==> config.mk <==
export PLATFORM = sky130hd
export DESIGN_NAME = spi_reg_bridge
export DESIGN_NICKNAME = d
export VERILOG_FILES = /design/src/rtl/spi_reg_bridge.sv
export SDC_FILE = /design/constraint.sdc
export NUM_CORES = 1
export LEC_CHECK = 0
export BUFFER_PORTS_ARGS = -buffer_cell sky130_fd_sc_hd__buf_2
export CAP_MARGIN = 40
export CORE_MARGIN = 3
export CORE_UTILIZATION = 56
export CTS_CLUSTER_SIZE = 10
export DETAILED_ROUTE_END_ITERATION = 8
export GPL_TIMING_DRIVEN = 0
export PLACE_DENSITY = 0.78
export SLEW_MARGIN = 0
export SYNTH_ARGS = -nofsm -noshare
export SYNTH_HDL_FRONTEND = slang
export SYNTH_SLANG_ARGS = --single-unit
==> constraint.sdc <==
create_clock -name clk -period 3 [get_ports clk]
set_input_delay 0.3 -clock clk [delete_from_list [all_inputs] [get_ports clk]]
set_output_delay 0.3 -clock clk [all_outputs]
set_load 0.01 [all_outputs]
==> src/rtl/spi_reg_bridge.sv <==
// SPI mode-0 slave that converts each host frame (cmd, address, data) into a
// single-cycle register-bus access. Every SPI pin is oversampled in the clk domain.
module spi_reg_bridge #(
    parameter int DWIDTH = 16,
    parameter int ALINES = 7
) (
    input  logic              clk,
    input  logic              rst,
    input  logic              sclk,
    input  logic              cs_n,
    input  logic              mosi,
    output logic              miso,
    output logic              miso_oe,
    output logic              reg_cs,
    output logic              reg_wr,
    output logic [ALINES-1:0] reg_addr,
    output logic [DWIDTH-1:0] reg_din,
    input  logic [DWIDTH-1:0] reg_dout,
    output logic              frame_err,
    output logic              busy
);

    localparam int CLEN = 1 + ALINES;
    localparam int FLEN = CLEN + DWIDTH;
    localparam int CW   = $clog2(FLEN + 1);

    typedef enum logic [2:0] {IDLE, CMD, RD_ACC, DATA, WR_ACC, DONE} state_t;

    state_t state, state_next;

    logic [2:0]        sclk_sync, cs_sync;
    logic [1:0]        mosi_sync;
    logic [1:0]        fill_cnt;
    logic              armed;
    logic [CW-1:0]     bit_cnt;
    logic [CLEN-2:0]   cmd_sr;
    logic [DWIDTH-2:0] rx_sr;
    logic [DWIDTH-1:0] tx_sr;
    logic              is_read;

    logic sclk_rise, sclk_fall, cs_fall, cs_high, mosi_bit;
    logic [CLEN-1:0]   cmd_next;
    logic [DWIDTH-1:0] rx_next;
    logic clr_cnt, inc_cnt, shift_cmd, latch_addr, load_tx, shift_tx, shift_rx, latch_din, abort;

    // Stage [1] is the synchronized level, stage [2] its delayed copy for edge detection.
    always_ff @(posedge clk or posedge rst) begin
        if (rst) begin
            sclk_sync <= 3'b111;
            cs_sync   <= 3'b111;
            mosi_sync <= 2'b00;
            fill_cnt  <= 2'd0;
        end else begin
            sclk_sync <= {sclk_sync[1:0], sclk};
            cs_sync   <= {cs_sync[1:0], cs_n};
            mosi_sync <= {mosi_sync[0], mosi};
            if (fill_cnt != 2'd3)
                fill_cnt <= fill_cnt + 2'd1;
        end
    end

    assign sclk_rise = sclk_sync[1] & ~sclk_sync[2];
    assign sclk_fall = ~sclk_sync[1] & sclk_sync[2];
    assign cs_fall   = ~cs_sync[1] & cs_sync[2];
    assign cs_high   = cs_sync[1];
    assign mosi_bit  = mosi_sync[1];
    assign cmd_next  = {cmd_sr, mosi_bit};
    assign rx_next   = {rx_sr, mosi_bit};

    // The reset value of the synchronizer is not a real observation of cs_n, so
    // arming waits until the chain has been refilled from the pin.
    always_ff @(posedge clk or posedge rst) begin
        if (rst)
            armed <= 1'b0;
        else if (fill_cnt[1] && cs_high)
            armed <= 1'b1;
    end

    always_ff @(posedge clk or posedge rst) begin
        if (rst)
            state <= IDLE;
        else
            state <= state_next;
    end

    always_comb begin
        state_next = state;
        clr_cnt    = 1'b0;
        inc_cnt    = 1'b0;
        shift_cmd  = 1'b0;
        latch_addr = 1'b0;
        load_tx    = 1'b0;
        shift_tx   = 1'b0;
        shift_rx   = 1'b0;
        latch_din  = 1'b0;
        abort      = 1'b0;
        reg_cs     = 1'b0;
        reg_wr     = 1'b0;
        miso       = 1'b0;
        busy       = (state != IDLE);
        case (state)
            IDLE: begin
                if (armed && cs_fall) begin
                    clr_cnt    = 1'b1;
                    state_next = CMD;
                end
            end
            CMD: begin
                if (cs_high) begin
                    abort      = (bit_cnt != '0);
                    state_next = IDLE;
                end else if (sclk_rise) begin
                    shift_cmd = 1'b1;
                    inc_cnt   = 1'b1;
                    if (bit_cnt == CW'(CLEN - 1)) begin
                        latch_addr = 1'b1;
                        state_next = cmd_next[CLEN-1] ? RD_ACC : DATA;
                    end
                end
            end
            RD_ACC: begin
                reg_cs     = 1'b1;
                load_tx    = 1'b1;
                state_next = DATA;
            end
            DATA: begin
                miso = is_read & tx_sr[DWIDTH-1];
                if (cs_high) begin
                    abort      = 1'b1;
                    state_next = IDLE;
                end else if (sclk_rise) begin
                    inc_cnt  = 1'b1;
                    shift_rx = ~is_read;
                    if (bit_cnt == CW'(FLEN - 1)) begin
                        latch_din  = ~is_read;
                        state_next = is_read ? DONE : WR_ACC;
                    end
                end else if (sclk_fall && is_read && bit_cnt >= CW'(CLEN + 1)) begin
                    shift_tx = 1'b1;
                end
            end
            WR_ACC: begin
                reg_cs     = 1'b1;
                reg_wr     = 1'b1;
                state_next = DONE;
            end
            DONE: begin
                if (cs_high)
                    state_next = IDLE;
            end
            default: state_next = IDLE;
        endcase
    end

    assign miso_oe = busy;

    // Frame datapath, steered entirely by the strobes decoded in the FSM above.
    always_ff @(posedge clk or posedge rst) begin
        if (rst) begin
            bit_cnt   <= '0;
            cmd_sr    <= '0;
            rx_sr     <= '0;
            tx_sr     <= '0;
            is_read   <= 1'b0;
            reg_addr  <= '0;
            reg_din   <= '0;
            frame_err <= 1'b0;
        end else begin
            frame_err <= abort;
            if (clr_cnt)
                bit_cnt <= '0;
            else if (inc_cnt)
                bit_cnt <= bit_cnt + CW'(1);
            if (shift_cmd)
                cmd_sr <= cmd_next[CLEN-2:0];
            if (latch_addr) begin
                reg_addr <= cmd_next[ALINES-1:0];
                is_read  <= cmd_next[CLEN-1];
            end
            if (load_tx)
                tx_sr <= reg_dout;
            else if (shift_tx)
                tx_sr <= {tx_sr[DWIDTH-2:0], 1'b0};
            if (shift_rx)
                rx_sr <= rx_next[DWIDTH-2:0];
            if (latch_din)
                reg_din <= rx_next;
        end
    end

endmodule

=== Word level (Yosys, flattened, before mapping) ===
Index checks and enable logic that the tools add are counted.

* Add/subtract/negate cells: 2
* $lt $le $gt $ge: 1
* Equal/unequal tests: 14
* Mux-type cells: 43
* Bitwise gates (word level): 8
* Reduce and logical (&&, ||, !) cells: 12

{| class="wikitable"
|+ Operator list
! operator !! count
|-
| $mux 16 || 2
|-
| $mux 1 || 29
|-
| $mux 3 || 8
|-
| $pmux 3 s6 || 1
|-
| $ne 3x3->1 const B || 4
|-
| $mux 5 || 2
|-
| $eq 3x2->1 const B || 2
|-
| $eq 3x3->1 const B || 2
|-
| $ne 2x2->1 const B || 3
|-
| $reduce_and 6->1 || 1
|-
| $add 5x1->5 const B || 1
|-
| $eq 5x3->1 const B || 1
|-
| $eq 5x5->1 const B || 1
|-
| $ge 5x4->1 const B || 1
|-
| $reduce_bool 5->1 || 1
|-
| $and 1x1->1 || 4
|-
| $logic_and 1x1->1 || 4
|-
| $not 1->1 || 4
|-
| $reduce_bool 2->1 || 2
|-
| $reduce_or 2->1 || 2
|-
| $eq 3x1->1 const B || 1
|-
| $logic_not 3->1 || 1
|-
| $reduce_bool 3->1 || 1
|-
| $add 2x1->2 const B || 1
|-
| $pmux 1 s2 || 1
|}

* Register bits: 82
* Input port bits: 21
* Output and inout port bits: 29
* Word-level logic and storage cells: 94

=== Longest topological paths before layout ===
Gate-level depths: netlist of the first run.

* Depth after elaboration: 10
* Depth in mapped cells: 7
* Depth with buffers taken out: 6

=== Least setup slack after synthesis of the first run ===
Ideal clock, no wire load.

* Kind: reg2reg
* Start: register state[1]
* End: register is_read
* Setup time: 0.125 ns
* Arrival time: 1.914 ns
* Required time: 2.875 ns
* Slack: 0.961 ns
* Stages on the path, launching flop included: 8
* Buffers on the path: 3
* Clock period less this slack: 2.039 ns
* Cell sequence: dfrtp_1 buf_6 or4b_4 or2_1 buf_6 nand2b_4 buf_6 mux2_4

* Longest elaborated chain between the ends: 2

{| class="wikitable"
|+ RTL lines
! what !! line !! RTL
|-
| start, declared || 29 || <nowiki>state_t state, state_next;</nowiki>
|-
| start signal, assigned || 83 || <nowiki>state <= state_next;</nowiki>
|-
| $eq 3x1->1 || 101 || <nowiki>case (state)</nowiki>
|-
| $mux 1 || 101 ||
|-
| end signal, assigned || 178 || <nowiki>is_read <= cmd_next[CLEN-1];</nowiki>
|-
| end, declared || 39 || <nowiki>logic is_read;</nowiki>
|}

Every way passes these cells.
A chain may end at the register's enable or synchronous reset.

=== Worst setup path in the final report of the first run ===
* Start: register bit_cnt[0]
* End: register tx_sr[5]

* Longest elaborated chain between the ends: 7

{| class="wikitable"
|+ RTL lines
! what !! line !! RTL
|-
| start, declared || 35 || <nowiki>logic [CW-1:0] bit_cnt;</nowiki>
|-
| start signal, assigned || 173 || <nowiki>bit_cnt <= bit_cnt + CW'(1);</nowiki>
|-
| $ge 5x4->1 || 138 || <nowiki>end else if (sclk_fall && is_read && bit_cnt >= CW'(CLEN + 1)) begin</nowiki>
|-
| $logic_and 1x1->1 || 138 ||
|-
| $mux 1 || 138 ||
|-
| $mux 1 || 131 || <nowiki>end else if (sclk_rise) begin</nowiki>
|-
| $mux 1 || 128 || <nowiki>if (cs_high) begin</nowiki>
|-
| $mux 1 || 101 ||
|-
| $reduce_bool 2->1 (no source line) || -- ||
|-
| end signal, assigned || 181 || <nowiki>tx_sr <= reg_dout;</nowiki>
|-
| end signal, assigned || 183 || <nowiki>tx_sr <= {tx_sr[DWIDTH-2:0], 1'b0};</nowiki>
|-
| end, declared || 38 || <nowiki>logic [DWIDTH-1:0] tx_sr;</nowiki>
|}

Every way passes these cells.

==> results_dict.tcl, run 1 <==
set metrics [dict create \
    outcome "finished, final reports clean" \
    place_inst 388 \
    first_global_vias 2174 \
    post_synth_edffs 0 \
    final_antenna_net_count 0 \
    synth.cell_area_mm2 0.003501 \
    synth_area_leaders "sky130_fd_sc_hd__dfrtp_1, sky130_fd_sc_hd__mux2_2, sky130_fd_sc_hd__dfstp_2" \
    setup.worst_path.start_class "register" \
    yosysTopAreaCell "sky130_fd_sc_hd__dfrtp_1" \
    crit_required_ps 3210 \
    pre_cts_ws_ps 819.3 \
    ys_async_rst_share_pct 100.0 \
    share_clk_of_total_power_pct 28.7 \
    clkTransAtPathRegs_ps 80 \
    cp_top_family "compound AO/OA/AOI/OAI gates" \
    cts_buffer_count 9 \
    synth-warning-count 0 \
    comb_power_share_pct 20.4 \
    initial_utilization_pct 58.44 \
    num_vias 2157 \
    critPathMaxStageDelay_ps 460 \
    dpl_cell_area_mm2 0.003870 \
    register_to_register_setup_slack_ps 810 \
    swShare_pct 29.53 \
    rsz_0062_raised_after_global_routing "false" \
    distinct_cells_synth 42 \
    crit_cells 6 \
    met2RoutedLength_um 2865 \
    critical_path.slowest_cell "sky130_fd_sc_hd__dfrtp_1" \
    wl_met1_um 2736 \
    clk-insertion-delay-late_ps 340 \
    power.ir.vdd_worst_mv 0.4410 \
    ys_ff_latch 82 \
    switchingPower_uw 829.6 \
    fin_nets 350 \
    fin_area_mm2 0.004080 \
    crit_path_end "tx_sr[5]$_DFFE_PP0P_" \
    yosysMostFrequentCell "sky130_fd_sc_hd__dfrtp_1" \
    min_period_over_period_pct 73.06 \
    diodes 0 \
    number_of_antenna_violations_at_the_first_check_in_global_routing 0 \
    cts_setup_buffers 0 \
    initialDrtViolationCount 105 \
    r2r_start "bit_cnt[0]$_DFFE_PP0P_" \
    syn-num-nets 288 \
    die_y_um 85.07 \
    fill_cells 461 \
    fin_crit_ps 2192 \
    cellPowerDensity_mw_per_mm2 688.5 \
    intPower_uw 1980 \
    synth.avg_cell_area_um2 13.31 \
    drt_wl_total_um 5948 \
    global_route.overflow_total 0 \
    clock_sinks 82 \
    dieArea_mm2 0.007236 \
    worst-slew-pin-transition_ps 555.6 \
    power_frac_seq_pct 50.9 \
    holdWs_ps 54.27 \
    report.final.hold_viol_count 0 \
    drive_above_1_share_pct 40.61 \
    cts_max_level 3 \
    dr.pass1.iters 4 \
    fp-row-count 28 \
    placement.io_buffers 49 \
    clock-root-buffer "sky130_fd_sc_hd__clkbuf_8" \
    critical_path_start "bit_cnt[0]$_DFFE_PP0P_" \
    seq_area_frac_synth_pct 58.83 \
    postLayoutCoreUtil_pct 68.11 \
    max-clock-path-buffers 2 \
    finish.cell_count_without_fillers 405 \
    crit_path_max_fanout 10 \
    final_critical_path_setup_slack_ps 808.2 \
    final-max-slew-violation-count 0 \
    cts_tree "done" \
    setup-violations-final 0 \
    syn_inst 263 \
    hp-start "cs_n" \
    route.met3.wl_um 240 \
    critical_path.endpoint_type "register" \
    dp.final_hpwl_um 4022 \
    io_pins 50 \
    max_freq_ghz 0.4562 \
    hold_path.class "in -> reg" \
    post_drt_wl_per_cell_um 14.69 \
    drcViolationCount 0 \
    area.growth.synth_to_final_pct 16.55 \
    ys_dominant_reg_cell "sky130_fd_sc_hd__dfrtp_1" \
    crit_chain "ha_1 -> o41a_1 -> o2111ai_2 -> buf_4 -> mux2i_1 -> a21oi_1" \
    place_congestion 0.8596 \
    synth_top_area_share_pct 54.32 \
    leakage_uw 0.002135 \
    criticalPathCategory "reg -> reg" \
    global_route_wire_length_before_repair_um 10020 \
    grt_start_max_net_pins 57 \
    fp.dieW_um 85.07 \
    relSlewSlack_pct 62.96 \
    track_usage_pct 17.68 \
    post_synth_most_frequent_cells "sky130_fd_sc_hd__dfrtp_1, sky130_fd_sc_hd__mux2_2, sky130_fd_sc_hd__nor2_1" \
    maxCapViolations 0 \
    core_area_mm2 0.005991 \
    finalClockSkew_ps 7.375 \
    worst_r2r_endpoint "tx_sr[5]$_DFFE_PP0P_" \
    arrival_time_of_data_at_the_critical_path_endpoint_ps 2400 \
    critical_path.n_buffers_inverters 1 \
    route.detailed.vias_per_inst 5.326 \
    dr.max_layer_used "met4" \
    ff2ff_path_depth 6 \
]
power by group through the flow:
stage          combinational [uW]  clock, uW  sequential, uW
3_3_place_gp                  553          0            1440
6_report                      572        806            1430
5_1_grt                       645        881            1460
2_1_floorplan                 448          0            1420
3_5_place_dp                  576          0            1450
4_1_cts                       580        829            1430
final cells by class:
| type | instances | area [um2] | share of cell area [%] |
|---|---|---|---|
| timing repair buffer | 51 | 282.8 | 6.930 |
| clock inverter | 7 | 76.32 | 1.871 |
| buffer | 16 | 93.84 | 2.300 |
| sequential | 82 | 2059 | 50.48 |
| multi-input combinational | 159 | 1325 | 32.47 |
| clock buffer | 9 | 123.9 | 3.036 |
| inverter | 6 | 25.02 | 0.6133 |
| tap | 75 | 93.84 | 2.300 |
registers in the layout, indices dropped and copies added, names as in the netlist, 3 cells and up:
signal,count
state,3
cmd_sr,7
rx_sr,15
cs_sync,3
tx_sr,16
reg_din,16
reg_addr,7
sclk_sync,3
bit_cnt,5
worst min path at each step:
stage                     depth (start not counted)  slack [ps]                     end
final                                             1          50    cs_sync[0]$_DFF_PP1_
after global routing                              1          40  mosi_sync[0]$_DFF_PP0_
after CTS                                         1          40  sclk_sync[0]$_DFF_PP1_
after detailed placement                          2         310  mosi_sync[1]$_DFF_PP0_
after global placement                            0         330  mosi_sync[1]$_DFF_PP0_
after floorplan                                   0         300    cs_sync[0]$_DFF_PP1_
repair_timing:
| item | in CTS | in global routing |
|---|---|---|
| resized for setup | 0 | 0 |
| hold buffers | 1 | 0 |
| endpoints found under the hold margin | 25 | 0 |
routing by layer:
metal  vias up  track usage [%]
li1       1044                -
met1      1062            23.56
met2        40            28.46
met3        11            3.592
met4         0            7.338
met5         -                0
worst register-to-register path, stage by stage, from the launching register on:
cell and delay [ps]:
sky130_fd_sc_hd__dfrtp_1 460, sky130_fd_sc_hd__ha_1 230, sky130_fd_sc_hd__o41a_1 320, sky130_fd_sc_hd__o2111ai_2 450
sky130_fd_sc_hd__buf_4 310, sky130_fd_sc_hd__mux2i_1 210, sky130_fd_sc_hd__a21oi_1 80
logic make-up (layout without fill, tap and decap cells):
group | Yosys count | in the layout | synth area share, %
adders and majority gates | 4 | 4 | 1.430
and+or+nand+nor | 57 | 57 | 9.364
DFF | 82 | 82 | 58.83
AOI/OAI and AO/OA | 31 | 31 | 5.468
buffers and inverters | 22 | 89 | 3.323
xor gates and xnor gates | 4 | 4 | 1.001
muxes | 63 | 63 | 20.59
cells in the final DEF (no fill, tap or decap), types with 3 or more instances in the layout:
cell                       synthesis  layout
sky130_fd_sc_hd__clkbuf_8          0       9
sky130_fd_sc_hd__clkbuf_1          6       6
sky130_fd_sc_hd__mux2_4            8       8
sky130_fd_sc_hd__inv_1             6       5
sky130_fd_sc_hd__a21oi_1          21      21
sky130_fd_sc_hd__buf_2             3      52
sky130_fd_sc_hd__buf_6             3       3
sky130_fd_sc_hd__mux2i_1          15      15
sky130_fd_sc_hd__nand2_1           3       3
sky130_fd_sc_hd__dfstp_2           6       6
sky130_fd_sc_hd__xnor2_1           4       4
sky130_fd_sc_hd__ha_1              4       4
sky130_fd_sc_hd__nand3_1           4       4
sky130_fd_sc_hd__nand3b_1          3       3
sky130_fd_sc_hd__nand2b_1          5       5
sky130_fd_sc_hd__nor2_1           24      24
sky130_fd_sc_hd__mux2_2           40      40
sky130_fd_sc_hd__dfrtp_1          76      76
per-stage QoR:
step	setup TNS, ps	total power, uW
floorplan	0	1865
global route	0	2987
global placement	-20120	1995
CTS	0	2841
finish	0	2809
detailed placement	0	2029
Power figures use the tool's default switching activity.
==> inputs of run 2 (changes only) <==
ABC_AREA = 1   (was default)
CORE_UTILIZATION = 52   (was 56)
PLACE_DENSITY = 0.76   (was 0.78)
clock period = 1.9 ns   (was 3 ns; I/O delays follow)
==> run 2 against run 1 <==
Net effect:
- global-route usage up 2.7 points
- synthesized cell count rose by 65%
- utilization down 3.9 points
==> results_dict.tcl, run 2 <==
set metrics [dict create \
    reg.largest.list "reg_din: 16 flops, tx_sr: 16 flops, rx_sr: 15 flops" \
    syn_inst 434 \
    placement.io_buffers 49 \
    fin_nets 525 \
    setup.worst_path.start_class "register" \
    outcome "finished, final reports clean" \
    initialDrtViolationCount 120 \
    dr.pass1.iters 4 \
    layout.cells.most_common_list "sky130_fd_sc_hd__nand2_1, sky130_fd_sc_hd__dfrtp_1, sky130_fd_sc_hd__buf_2" \
    dp.final_hpwl_um 5401 \
    grt_start_max_net_pins 41 \
    final_antenna_net_count 0 \
    ys_ff_latch 82 \
    arrival_time_of_data_at_the_critical_path_endpoint_ps 1460 \
    number_of_antenna_violations_at_the_first_check_in_global_routing 0 \
    drive_above_1_share_pct 23.56 \
    area.growth.synth_to_final_pct 17.36 \
    critical_path.n_buffers_inverters 3 \
    post_synth_most_frequent_cells "sky130_fd_sc_hd__nand2_1, sky130_fd_sc_hd__dfrtp_1, sky130_fd_sc_hd__inv_1" \
    fp-row-count 30 \
    fin_crit_ps 1652 \
    clkTransAtPathRegs_ps 90 \
    post_drt_wl_per_cell_um 13.11 \
    fill_cells 594 \
    layout.cells.most_common "sky130_fd_sc_hd__nand2_1" \
    cts_buffer_count 9 \
    cp_top_family "buffers and inverters" \
    dpl_cell_area_mm2 0.004208 \
    route.detailed.vias_per_inst 5.005 \
    fp.dieW_um 91.47 \
    final-max-slew-violation-count 0 \
    yosysMostFrequentCell "sky130_fd_sc_hd__nand2_1" \
    report.final.hold_viol_count 0 \
    track_usage_pct 20.34 \
    fin_area_mm2 0.004458 \
    synth_area_leaders "sky130_fd_sc_hd__dfrtp_1, sky130_fd_sc_hd__nand2_1, sky130_fd_sc_hd__dfstp_2" \
    min_period_over_period_pct 86.95 \
    worst-slew-pin-transition_ps 424.7 \
    initial_utilization_pct 54.70 \
    finalClockSkew_ps 8.085 \
    drt_wl_total_um 7879 \
    clk-insertion-delay-late_ps 360 \
    fin_setup_tns_ps 0 \
    diodes 0 \
    rsz_0062_raised_after_global_routing "false" \
    dieArea_mm2 0.008367 \
    critical_path.endpoint_type "output pin" \
    crit_path_max_fanout 9 \
    global_route_wire_length_before_repair_um 13690 \
    global_route.overflow_total 0 \
    clock_sinks 82 \
    num_vias 3008 \
    syn-num-nets 459 \
    synth.avg_cell_area_um2 8.753 \
    power.ir.vdd_worst_mv 0.5805 \
    die_y_um 91.47 \
    setup-violations-final 0 \
    relSlewSlack_pct 71.68 \
    synth-warning-count 0 \
    cts_tree "done" \
    synth.cell_area_mm2 0.003799 \
    critical_path.slowest_cell "sky130_fd_sc_hd__dfrtp_1" \
    register_area_mm2 0.002059 \
    max_freq_ghz 0.6053 \
    io_pins 50 \
    ys_dominant_reg_cell "sky130_fd_sc_hd__dfrtp_1" \
    multi_input_area_mm2 0.001449 \
    ys_async_rst_share_pct 100.0 \
    place_congestion 0.8852 \
    cellPowerDensity_mw_per_mm2 1170 \
    crit_required_ps 1710 \
    maxCapViolations 0 \
    synth_top_area_share_pct 50.07 \
    max-clock-path-buffers 2 \
    hold_path.class "in -> reg" \
    critPathMaxStageDelay_ps 330 \
    distinct_cells_synth 34 \
    yosysTopAreaCell "sky130_fd_sc_hd__dfrtp_1" \
    criticalPathCategory "reg -> out" \
    core_area_mm2 0.006944 \
    cts_max_level 3 \
    drcViolationCount 0 \
    seq_area_frac_synth_pct 54.22 \
    post_synth_edffs 0 \
    clock-root-buffer "sky130_fd_sc_hd__clkbuf_8" \
    leakage_uw 0.002434 \
    worst_path_most_repeated_cell "sky130_fd_sc_hd__nor2_1" \
    crit_chain "buf_4 -> inv_2 -> nor2_1 -> nand2_1 -> nor2_1 -> buf_2" \
    first_global_vias 3070 \
]
## run 2: cell count changes after synthesis, moves of 15 or more
cell,delta
sky130_fd_sc_hd__nand2_1,+162
sky130_fd_sc_hd__mux2_2,-39
sky130_fd_sc_hd__inv_1,+25
sky130_fd_sc_hd__nand3_1,+25
sky130_fd_sc_hd__o21ai_1,+18
sky130_fd_sc_hd__o21ai_0,+16
sky130_fd_sc_hd__mux2i_1,-15
## run 2: layout make-up
cell class,instances,area share (%)
buffer,19,3.649
clock buffer,10,3.087
clock inverter,6,1.628
inverter,34,2.947
multi-input combinational,299,32.50
sequential,82,46.20
tap,96,2.694
timing repair buffer,55,7.297
## run 2: kinds of logic after synthesis
logic type	after synthesis	share of synthesized area [%]
flip-flops	82	54.22
XOR/XNOR	2	0.4612
buffers and inverters	53	7.641
AND/OR/NAND/NOR	237	27.90
multiplexers	1	0.2964
AO/OA/AOI/OAI	55	8.169
adder cells (fa/ha/maj)	4	1.318
## run 2: worst min-delay path: stages
cell and delay (ps):
sky130_fd_sc_hd__buf_2 80, sky130_fd_sc_hd__nand2_1 40, sky130_fd_sc_hd__nand2_1 60
## run 2: power by group
part	internal (uW)	total, uW	switching [uW]
Combinational	583	1510	931
Clock	657	1330	671
Sequential	2130	2370	243
## run 2: through the flow
stage | hold slack, ps | instances | utilization (%) | power (uW) | setup WS [ps]
after floorplan | 194.5 | 434 | - | 3520 | 503.3
after global placement | 296.5 | 579 | 60.02 | 3829 | 221.8
after detailed placement | 135.2 | 581 | 60.59 | 3908 | 286.4
after CTS | 38.24 | 601 | 64.20 | 5255 | 250.7
after global routing | 62.19 | 601 | 64.20 | 5610 | 108.6
final | 39.10 | 601 | 64.20 | 5214 | 248.0
## run 2: final timing paths
check,from,endpoint,slack (ps),cells past startpoint
worst max-delay path,state[0]$_DFFE_PP0P_,miso,250,6
worst min-delay path,reg_dout[0],tx_sr[0]$_DFFE_PP0P_,40,3
worst max register to register,bit_cnt[0]$_DFFE_PP0P_,reg_din[0]$_DFFE_PP0P_,250,6
worst min register to register,mosi_sync[0]$_DFF_PP0_,mosi_sync[1]$_DFF_PP0_,360,0
max in group asynchronous,rst,cs_sync[2]$_DFF_PP1_,810,5
min in group asynchronous,rst,tx_sr[5]$_DFFE_PP0P_,310,3
## run 2: layer usage
| metal | share of wire (%) | wire [um] | track usage, % | up-vias |
|---|---|---|---|---|
| met5 | 0 | 0 | 0 | - |
| met4 | 2.0 | 157 | 10.55 | 0 |
| met3 | 3.6 | 284 | 2.734 | 15 |
| met2 | 50 | 3922 | 34.08 | 63 |
| met1 | 45 | 3515 | 25.59 | 1429 |
| li1 | - | - | - | 1501 |
## run 2: repair_timing
action	4_1_cts	5_1_grt
hold endpoints to repair	10	0
hold buffers	4	0
gates resized for setup	0	0
buffers inserted	0	0
==> inputs of run 3 (changes only) <==
ABC_AREA = default   (was 1)
CORE_UTILIZATION = 51   (was 52)
PLACE_DENSITY = 0.75   (was 0.76)
==> run 3 against run 2 <==
Net effect:
- the run now ends with setup timing left
- non-clock buffer count up 9
- flip-flop and latch count stayed put
- clock skew down 2.0 ps
- worst hold slack improved by 43 ps
- utilization rose by 4.2 points
- sequential share of layout area rose by 0.22 points
- die area shrank 5.6%
- wire length shrank 18%
- combinational power decreased by 32%
- clock-buffer cell count down 1
- clock power increased by 15%
- critical endpoint is now tx_sr[9]$_DFFE_PP0P_
- largest power group unchanged
==> results_dict.tcl, run 3 (synthesized netlist as in run 1, its figures left out) <==
set metrics [dict create \
    share_clk_of_total_power_pct 31.6 \
    intPower_uw 3473 \
    drt_wl_total_um 6470 \
    post_drt_wl_per_cell_um 15.30 \
    clock-root-buffer "sky130_fd_sc_hd__clkbuf_8" \
    clock_sinks 82 \
    final-max-slew-violation-count 0 \
    global_route.overflow_total 0 \
    relSlewSlack_pct 66.60 \
    min_period_over_period_pct 100.3 \
    grt_start_max_net_pins 40 \
    criticalPathCategory "reg -> reg" \
    fill_cells 474 \
    pnr_total_power_uw 4831 \
    arrival_time_of_data_at_the_critical_path_endpoint_ps 2130 \
    switchingPower_uw 1358 \
    final_critical_path_setup_slack_ps -6.111 \
    initial_utilization_pct 53.90 \
    clkTransAtPathRegs_ps 80 \
    max_freq_ghz 0.5246 \
    reg.largest.list "reg_din: 16 flops, tx_sr: 16 flops, rx_sr: 15 flops" \
    violations_in_the_final_reports "setup timing" \
    report.final.hold_viol_count 0 \
    clk-insertion-delay-late_ps 350 \
    setup.worst_path.start_class "register" \
    met2RoutedLength_um 3285 \
    crit_path_max_fanout 6 \
    cts_buffer_count 9 \
    io_pins 50 \
    drive_above_1_share_pct 46.82 \
    cts_max_level 3 \
    comb_power_share_pct 21.4 \
    finalClockSkew_ps 6.078 \
    power.ir.vdd_worst_mv 0.5759 \
    layout.cells.most_common_list "sky130_fd_sc_hd__dfrtp_1, sky130_fd_sc_hd__buf_2, sky130_fd_sc_hd__mux2_2" \
    fp.dieW_um 88.85 \
    fin_nets 366 \
    track_usage_pct 17.81 \
    initialDrtViolationCount 66 \
    postLayoutCoreUtil_pct 68.35 \
    leakage_uw 0.002326 \
    power_frac_seq_pct 47.0 \
    route.met3.wl_um 200 \
    max-clock-path-buffers 2 \
    setup-violations-final 1 \
    pre_cts_ws_ps -332.5 \
    fp-row-count 29 \
    area.growth.synth_to_final_pct 26.80 \
    critical_path.endpoint_type "register" \
    dr.max_layer_used "met4" \
    placement.io_buffers 49 \
    worst-slew-pin-transition_ps 500.0 \
    rsz_0062_raised_after_global_routing "true" \
    hold_path.class "in -> reg" \
    die_y_um 88.85 \
    drcViolationCount 0 \
    final_antenna_net_count 0 \
    cellPowerDensity_mw_per_mm2 1088 \
    route.detailed.vias_per_inst 5.326 \
    maxCapViolations 0 \
    dieArea_mm2 0.007894 \
    crit_required_ps 2130 \
    first_global_vias 2320 \
    fin_crit_ps 1906 \
    swShare_pct 28.11 \
    layout.cells.most_common "sky130_fd_sc_hd__dfrtp_1" \
    cts_tree "done" \
    place_congestion 0.7701 \
    global_route_wire_length_before_repair_um 10690 \
    diodes 0 \
    dr.pass1.iters 4 \
    num_vias 2253 \
    holdWs_ps 82.16 \
    dp.final_hpwl_um 4311 \
    wl_met1_um 2854 \
    outcome "complete, but fails checks" \
    core_area_mm2 0.006495 \
    number_of_antenna_violations_at_the_first_check_in_global_routing 0 \
]
==> run 3: cell types whose count changed in the layout (fill, tap and decap cells not counted), sizes merged, moves of 6 or more <==
cell	change
nand3	-27
nor2	-7
nand2	-167
mux2	+47
o21ai	-42
mux2i	+15
nand2b	+6
a21oi	+12
inv	-27
==> run 3: worst paths after layout <==
kind | start | end | cells after the start | slack, ps
setup reg to reg | bit_cnt[1]$_DFFE_PP0P_ | tx_sr[9]$_DFFE_PP0P_ | 7 | -6
max in group asynchronous | rst | cs_sync[1]$_DFF_PP1_ | 4 | 880
setup / recovery | bit_cnt[1]$_DFFE_PP0P_ | tx_sr[9]$_DFFE_PP0P_ | 7 | -6
hold reg to reg | cs_sync[0]$_DFF_PP1_ | cs_sync[1]$_DFF_PP1_ | 0 | 360
hold / removal | reg_dout[9] | tx_sr[9]$_DFFE_PP0P_ | 3 | 80
min in group asynchronous | rst | state[2]$_DFFE_PP0P_ | 3 | 420
==> run 3: metrics by stage <==
step	setup TNS, ps	area [um2]	cells
after CTS	-1577	4382	422
final	-6.111	4439	423
after detailed placement	-7479	3911	391
after floorplan	-1322	3522	263
after global routing	-902.1	4439	423
after global placement	-6542	3864	389
==> run 3: final cells by class <==
| class | instances | area, um2 | area share, % |
|---|---|---|---|
| buffer | 11 | 73.82 | 1.663 |
| clock buffer | 9 | 123.9 | 2.790 |
| clock inverter | 7 | 123.9 | 2.790 |
| inverter | 6 | 26.28 | 0.5919 |
| multi-input combinational | 159 | 1400 | 31.54 |
| sequential | 82 | 2061 | 46.42 |
| tap | 77 | 96.34 | 2.170 |
| timing repair buffer | 72 | 534.3 | 12.03 |
==> run 3: power by group through the flow <==
stage / registers [uW] / logic, uW / clock network, uW
after floorplan: 2240 / 710 / 0
after global placement: 2280 / 874 / 0
after detailed placement: 2300 / 929 / 0
after CTS: 2270 / 1010 / 1560
after global routing: 2310 / 1160 / 1640
final: 2270 / 1030 / 1530
==> run 3: metal layers <==
layer | GRT usage, % | up-vias
li1 | - | 1075
met2 | 29.08 | 38
met5 | 0 | -
met4 | 7.555 | 0
met3 | 4.935 | 10
met1 | 22.27 | 1130
==> run 3: repair_timing <==
item / CTS / global route
gates cloned: 1 / 1
hold buffers: 4 / 0
pin swaps: 3 / 18
setup buffers: 11 / 4
hold endpoints to repair: 21 / 0
endpoints found under the setup margin: 46 / 62
gates resized for setup: 21 / 14
==> run 3: worst max-delay path: stages (launching register included) <==
cell	delay, ps
sky130_fd_sc_hd__dfrtp_1	430
sky130_fd_sc_hd__inv_2	60
sky130_fd_sc_hd__ha_2	160
sky130_fd_sc_hd__o41a_1	340
sky130_fd_sc_hd__o2111ai_4	310
sky130_fd_sc_hd__buf_6	190
sky130_fd_sc_hd__mux2i_1	220
sky130_fd_sc_hd__a21oi_1	80
